$ cat src/rtl/tetris_cmd_pkg.sv
// Shared encodings for the move-command scheduler: command ops, PS/2 scan codes and
// key FSM state codes, plus the scan-code to command-op lookup.
package tetris_cmd_pkg;

  localparam logic [2:0] OP_NOP     = 3'd0;
  localparam logic [2:0] OP_LEFT    = 3'd1;
  localparam logic [2:0] OP_RIGHT   = 3'd2;
  localparam logic [2:0] OP_ROTATE  = 3'd3;
  localparam logic [2:0] OP_DOWN    = 3'd4;
  localparam logic [2:0] OP_GRAVITY = 3'd5;

  localparam logic [7:0] SC_LEFT    = 8'h23;
  localparam logic [7:0] SC_RIGHT   = 8'h34;
  localparam logic [7:0] SC_ROTATE  = 8'h2D;
  localparam logic [7:0] SC_DOWN    = 8'h2B;
  localparam logic [7:0] SC_BREAK   = 8'hF0;

  localparam logic [1:0] ST_IDLE    = 2'd0;
  localparam logic [1:0] ST_DELAY   = 2'd1;
  localparam logic [1:0] ST_REPEAT  = 2'd2;
  localparam logic [1:0] ST_HOLD    = 2'd3;

  // Unmapped scan codes return OP_NOP, which callers treat as "not a move key".
  function automatic logic [2:0] scan_to_op(input logic [7:0] code);
    case (code)
      SC_LEFT:   scan_to_op = OP_LEFT;
      SC_RIGHT:  scan_to_op = OP_RIGHT;
      SC_ROTATE: scan_to_op = OP_ROTATE;
      SC_DOWN:   scan_to_op = OP_DOWN;
      default:   scan_to_op = OP_NOP;
    endcase
  endfunction

endpackage

$ cat src/rtl/key_repeat_fsm.sv
// Tracks press/release of the move keys and produces a one-cycle user_evt on each press
// and on each auto-repeat, together with the currently held key.
module key_repeat_fsm
  import tetris_cmd_pkg::*;
#(
  parameter int REPEAT_DELAY = 5_000_000,
  parameter int REPEAT_RATE  = 2_500_000,
  parameter int CNT_W        = 25
) (
  input  logic       clock,
  input  logic       resetn,
  input  logic [7:0] ps2_code,
  input  logic       ps2_valid,
  output logic       user_evt,
  output logic [2:0] held_key
);

  logic [1:0]       state;
  logic             brk;
  logic [CNT_W-1:0] rcnt;
  logic [2:0]       code_op;
  logic             is_break;
  logic             press;
  logic             rel_hit;
  logic             tick;

  // user_evt is combinational so the top can set its pend flag on the strobe edge itself.
  always_comb begin
    code_op  = scan_to_op(ps2_code);
    is_break = ps2_valid && (ps2_code == SC_BREAK);
    press    = ps2_valid && !is_break && !brk && (code_op != OP_NOP) &&
               ((state == ST_IDLE) || (code_op != held_key));
    rel_hit  = ps2_valid && !is_break && brk && (state != ST_IDLE) &&
               (code_op != OP_NOP) && (code_op == held_key);
    tick     = ((state == ST_DELAY)  && (rcnt == CNT_W'(REPEAT_DELAY - 1))) ||
               ((state == ST_REPEAT) && (rcnt == CNT_W'(REPEAT_RATE - 1)));
    user_evt = press || (tick && !rel_hit);
  end

  // Later assignments take priority: a release or a new press overrides the repeat timer.
  always_ff @(posedge clock) begin
    if (!resetn) begin
      state    <= ST_IDLE;
      brk      <= 1'b0;
      rcnt     <= '0;
      held_key <= OP_NOP;
    end else begin
      if ((state == ST_DELAY) || (state == ST_REPEAT)) begin
        if (tick) begin
          rcnt  <= '0;
          state <= ST_REPEAT;
        end else begin
          rcnt  <= rcnt + 1'b1;
        end
      end
      if (is_break) begin
        brk <= 1'b1;
      end else if (ps2_valid) begin
        brk <= 1'b0;
      end
      if (rel_hit) begin
        state <= ST_IDLE;
        rcnt  <= '0;
      end
      if (press) begin
        held_key <= code_op;
        rcnt     <= '0;
        state    <= (code_op == OP_ROTATE) ? ST_HOLD : ST_DELAY;
      end
    end
  end

endmodule

$ cat src/rtl/move_cmd_scheduler.sv
// Turns PS/2 key activity and a gravity timer into one-at-a-time move commands on a
// valid/ready port; gravity has priority over user moves.
module move_cmd_scheduler
  import tetris_cmd_pkg::*;
#(
  parameter int REPEAT_DELAY  = 5_000_000,
  parameter int REPEAT_RATE   = 2_500_000,
  parameter int GRAVITY_TICKS = 25_000_000,
  parameter int CNT_W         = 25
) (
  input  logic       clock,
  input  logic       resetn,
  input  logic [7:0] ps2_code,
  input  logic       ps2_valid,
  input  logic       run,
  input  logic       cmd_ready,
  output logic       cmd_valid,
  output logic [2:0] cmd_op
);

  logic             user_evt;
  logic [2:0]       held_key;
  logic [CNT_W-1:0] gcnt;
  logic             grav_pend;
  logic             user_pend;
  logic             grav_set;
  logic             slot_free;
  logic             load_grav;
  logic             load_user;

  key_repeat_fsm #(
    .REPEAT_DELAY (REPEAT_DELAY),
    .REPEAT_RATE  (REPEAT_RATE),
    .CNT_W        (CNT_W)
  ) u_key_fsm (
    .clock     (clock),
    .resetn    (resetn),
    .ps2_code  (ps2_code),
    .ps2_valid (ps2_valid),
    .user_evt  (user_evt),
    .held_key  (held_key)
  );

  always_comb begin
    grav_set  = run && (gcnt == CNT_W'(GRAVITY_TICKS - 1));
    slot_free = !cmd_valid || cmd_ready;
    load_grav = slot_free && run && grav_pend;
    load_user = slot_free && run && !grav_pend && user_pend;
  end

  // Pend flags are one deep; a new set in the same cycle as a load keeps the flag raised.
  always_ff @(posedge clock) begin
    if (!resetn) begin
      gcnt      <= '0;
      grav_pend <= 1'b0;
      user_pend <= 1'b0;
      cmd_valid <= 1'b0;
      cmd_op    <= OP_NOP;
    end else begin
      if (run) begin
        gcnt <= grav_set ? '0 : gcnt + 1'b1;
      end
      grav_pend <= grav_set || (grav_pend && !load_grav);
      user_pend <= user_evt || (user_pend && !load_user);
      if (slot_free) begin
        cmd_valid <= load_grav || load_user;
        cmd_op    <= load_grav ? OP_GRAVITY : (load_user ? held_key : OP_NOP);
      end
    end
  end

endmodule
$ cat config.mk
export PLATFORM = sky130hd
export DESIGN_NAME = move_cmd_scheduler
export DESIGN_NICKNAME = d
export VERILOG_FILES = /design/src/rtl/tetris_cmd_pkg.sv /design/src/rtl/key_repeat_fsm.sv /design/src/rtl/move_cmd_scheduler.sv
export SDC_FILE = /design/constraint.sdc
export NUM_CORES = 1
export LEC_CHECK = 0
export ABC_AREA = 1
export CORE_UTILIZATION = 55
export DETAILED_ROUTE_END_ITERATION = 6
export PLACE_DENSITY = 0.74
export SETUP_SLACK_MARGIN = 0.4
export SYNTH_ARGS = -nofsm -noshare
export SYNTH_HDL_FRONTEND = slang
export SYNTH_SLANG_ARGS = --single-unit
$ cat constraint.sdc
create_clock -name clock -period 2.6 [get_ports clock]
set_clock_uncertainty 0.15 [all_clocks]
set_input_delay 0.26 -clock clock [delete_from_list [all_inputs] [get_ports clock]]
set_output_delay 0.26 -clock clock [all_outputs]
set_load 0.1 [all_outputs]
; After elaboration in Yosys (flattened, before gate mapping)
; Index checks and enable logic that the tools add are counted.
[totals]
regBits = 62
input_bits = 13
[op_classes]
n_addsub = 2
n_reduce_logical = 42
bitwise_logic = 1
eq_ne = 13
mux = 12
[op_table]
columns = op, count
row1 = $add 25x1->25 const B, 2
row2 = $mux 25, 2
row3 = $eq 8x6->1 const B, 4
row4 = $eq 25x22->1 const B, 1
row5 = $eq 25x23->1 const B, 1
row6 = $eq 25x25->1 const B, 1
row7 = $logic_and 1x1->1, 19
row8 = $pmux 3 s4, 1
row9 = $mux 2, 5
row10 = $reduce_bool 3->1, 3
row11 = $eq 8x8->1 const B, 1
row12 = $logic_or 1x1->1, 8
row13 = $logic_not 1->1, 7
row14 = $mux 3, 2
row15 = $reduce_bool 2->1, 2
row16 = $eq 3x2->1 const B, 1
row17 = $eq 3x3->1, 1
row18 = $ne 3x3->1, 1
row19 = $reduce_or 3->1, 1
row20 = $eq 2x1->1 const B, 1
row21 = $eq 2x2->1 const B, 1
row22 = $logic_not 2->1, 1
row23 = $mux 1, 2
row24 = $reduce_and 2->1, 1
row25 = $not 1->1, 1

; Depth between registers and ports, before layout
[logic_depth]
depth_word = 12
mapped_depth = 13
depth_no_buf = 12

; Hierarchy
; Synthesis repeated with hierarchy kept, for this count alone.
[hier_totals]
cells_unflattened = 598
area_unflattened_um2 = 3807.4
[by_module_without_submodules]
columns = mod, cells_per_inst, n_inst, area_per_inst_um2
row1 = key_repeat_fsm, 337, 1, 2147.1
row2 = move_cmd_scheduler, 261, 1, 1660.3

; Worst setup path after synthesis
; No wires, ideal clock.
[synth_path]
kind = flip-flop to flip-flop
start = reg u_key_fsm.state[0]
end = reg u_key_fsm.rcnt[16]
arrival_ps = 1689
n_path_buf = 1
setup_slack_ps = 646
required_time_ps = 2335
stages_incl_launch_ff = 12
cell_sequence = dfxtp_1 inv_1 ha_1 buf_4 nand2_1 nor2_2 nand4_2 inv_2 nand3_1 nor3_1 xor2_1 nor2_2
[synth_via]
elab_chain_len = 5
elab_cells_between_ends = 15
[synth_lines]
columns = item, line
row1 = "start, declared", key_repeat_fsm.sv:18  ; logic [1:0] state;
row2 = "start signal, assigned", key_repeat_fsm.sv:68  ; state <= (code_op == OP_ROTATE) ? ST_HOLD : ST_DELAY;
row3 = $reduce_bool 2->1, key_repeat_fsm.sv:33  ; rel_hit = ps2_valid && !is_break && brk && (state != ST_IDLE) &&
row4 = $logic_and 1x1->1 (2 in series), key_repeat_fsm.sv:33
row5 = $logic_and 1x1->1, key_repeat_fsm.sv:34  ; (code_op != OP_NOP) && (code_op == held_key);
row6 = $reduce_or 3->1 (no source line), --
row7 = "end signal, assigned", key_repeat_fsm.sv:53  ; rcnt <= rcnt + 1'b1;
row8 = "end, declared", key_repeat_fsm.sv:20  ; logic [CNT_W-1:0] rcnt;
; Several ways; a longest one is shown, not always the timed one.
; A chain may end at the register's enable or synchronous reset.

; Final worst setup path
[layout_path]
start = reg u_key_fsm.state[0]
end = reg u_key_fsm.rcnt[22]
; The elaborated chain is that of the path after synthesis.

==> metrics.txt <==
result of the run finished, final reports clean; Worst-Margin Slew 0.520 ns; number of design-rule violations left by the first detailed-router iteration 192; Worst Hold Margin 0.324 ns; die span in y 83.7 um; H-tree depth 3; power per cell area 460 nW/um^2; class of the most critical setup path flip-flop to flip-flop; number of nets still failing antenna checks after routing 0; period utilisation layout 0.807; number of remaining DRC errors 0; Final min period 2.10 ns; global-route congestion overflow total 0; clock slew seen by the registers of the worst setup and hold paths 0.08 ns; most common flop cell mapped by yosys dfxtp_1; pin count of the biggest net entering global routing 26; portion of the post-synthesis area used by sequential elements 0.338; global routing usage summed across all routing layers 0.243; number of distinct library cell variants in the gate-level netlist after synthesis 36; diode insertion count for antenna repair 0; vias in the first global route 3113; Routed WL per cell 12.4 um; starting utilization of the core area 0.575; count of flip-flops with a built-in enable after synthesis 0; Worst Path Max Fanout 3; DIE AREA 7010 um^2; Die Span X 83.7 um; arrival time worst endpoint 2.18 ns; cts hold-fix bufs 0; final cell utilization of the core 0.647; aggregate routed wire length 7.80 mm; Leak 1.52 nW; commonest non-fill, non-tap cells in the layout nand2_1, inv_1, dfxtp_1; Via density 5.32; placed instance area 3900 um^2; most common library cell in the layout ignoring fill and taps nand2_1; TritonCTS buffer count 9; IO buf count 16; number of buffer and inverter instances along the worst setup path 1; total negative slack 0 ns; IO Count 17; TritonCTS clock tree done; largest buffer count on any clock path 2; Final HPWL DP 5.88 mm; synthesis warning total 0; net count of the mapped netlist 540; flip-flop and latch count after synthesis 62; Avg Cell Area, Syn 7.03 um^2; cell with the biggest individual delay on the critical path dfxtp_1; last weighted congestion value of the routability-driven placer 0.905; count of endpoints failing setup in the final report 0; cell chosen for the clock root clkbuf_8; overall power consumption 1.90 mW; count of vias placed by the detailed router 3351; unrepaired setup endpoints after global routing true; instance count of the mapped netlist 522; Worst IR Drop VDD 0.000378 V; clock net sink count 62; iteration count of the initial detailed-routing pass 5; endpoint required time on the critical path 2.68 ns; Final Hold Fails 0; FMAX 476 MHz; share of synthesized flip-flops with an asynchronous set or reset 0; synthesized area 3670 um^2; Max stage delay on crit path 0.36 ns; first-pass GRT wire length 13.9 mm; final-layout fill cell count 548; core footprint 6390 um^2; crit-path cells inv_1 > ha_1 > nand2_1 > nor2_2 > nand4_4 > nor2_2 > nand2_1 > nor2_1 > xor2_1 > nor3_2; worst slew margin relative to its limit 0.650; startpoint type of the worst setup path flip-flop; max cap viols 0; Worst setup EP type flip-flop; nets@finish 566; cell family contributing the most delay on the critical path simple AND/OR/NAND/NOR gates; initial antenna violation count 0; share of post-route cells with drive strength above 1 0.174; number of placement rows 29; path category of the worst min-delay check flip-flop to flip-flop; post-route cell area 4130 um^2; clock latency on the worst-skew pair 0.35 ns; max-slew violation count 0; relative area change from synthesis to final layout 12.6%
-- power by group --
part / internal [mW] / switching (mW) / total, mW
Sequential: 0.953 / 0.00395 / 0.957
Combinational: 0.0354 / 0.0517 / 0.0871
Clock: 0.465 / 0.391 / 0.856
Total: 1.45 / 0.447 / 1.90
-- logic make-up after synthesis --
logic type / Yosys count / synth area share
DFF: 62 / 0.338
adders and majority gates: 5 / 0.0170
AOI/OAI and AO/OA: 48 / 0.0723
buffers and inverters: 86 / 0.0951
xor gates and xnor gates: 24 / 0.0573
and+or+nand+nor: 297 / 0.420
-- area by class of cell --
class | count | area (um^2) | share of cell area
repair buffers | 23 | 203 | 0.0490
inverters | 78 | 293 | 0.0708
flip-flops and latches | 62 | 1240 | 0.300
clock buffers | 10 | 138 | 0.0333
well taps | 77 | 96.3 | 0.0233
multi-input cells | 374 | 2100 | 0.508
clock inverters | 6 | 61.3 | 0.0148
-- state kept, by name, summed over array words and instances (netlist names) --
signal              flops
u_key_fsm.state         2
grav_pend               1
gcnt                   25
u_key_fsm.brk           1
user_pend               1
cmd_op                  3
cmd_valid               1
u_key_fsm.held_key      3
u_key_fsm.rcnt         25
-- synth_stat cells (3+ instances only) --
master   instances  area, um^2
nand2_1         89         334
inv_1           72         270
dfxtp_1         62        1240
nor2_1          62         233
nand3_1         47         235
a21oi_1         23         115
xor2_1          19         166
nor3_2          18         180
nor2_2          17         106
nand4_1         16         100
nor3_1          16        80.1
o21ai_0         16        80.1
nand2_2         10        62.6
inv_2            6        22.5
nor2_4           6        67.6
ha_1             5        62.6
nor4_1           5        31.3
xnor2_1          5        43.8
buf_2            3        15.0
-- worst min-delay path: cells and delay by family, from the launching register on --
kind	cells	cell delay (ns)
AOI/OAI and AO/OA	1	0.06
buffers and inverters	1	0.07
DFF	1	0.30
-- stage by stage --
stage,instances,setup WS [ns]
6_report,630,0.501
5_1_grt,630,0.310
4_1_cts,628,0.476
3_5_place_dp,612,-0.0663
3_3_place_gp,612,0.0523
2_1_floorplan,522,0.646
-- routing by layer --
metal  up-vias  global-route usage  part of all wire
li1       1741                   -                 -
met1      1518               0.329              0.49
met2        81               0.381              0.44
met3        11              0.0455             0.050
met4         0              0.0955             0.017
met5         -                   0                 0
-- final timing paths --
check | from | endpoint | slack (ns) | cells after the start
hold / removal | gcnt[24] | gcnt[24] | 0.32 | 2
setup / recovery | u_key_fsm.state[0] | u_key_fsm.rcnt[22] | 0.50 | 10
setup reg to reg | u_key_fsm.state[0] | u_key_fsm.rcnt[22] | 0.50 | 10
hold reg to reg | gcnt[24] | gcnt[24] | 0.32 | 2
-- repair_timing --
item                       CTS  global route
pin swaps                    0             1
setup buffers                0             2
gates resized for setup      1             3
setup endpoints to repair   23            21
Power figures use the tool's default switching activity.
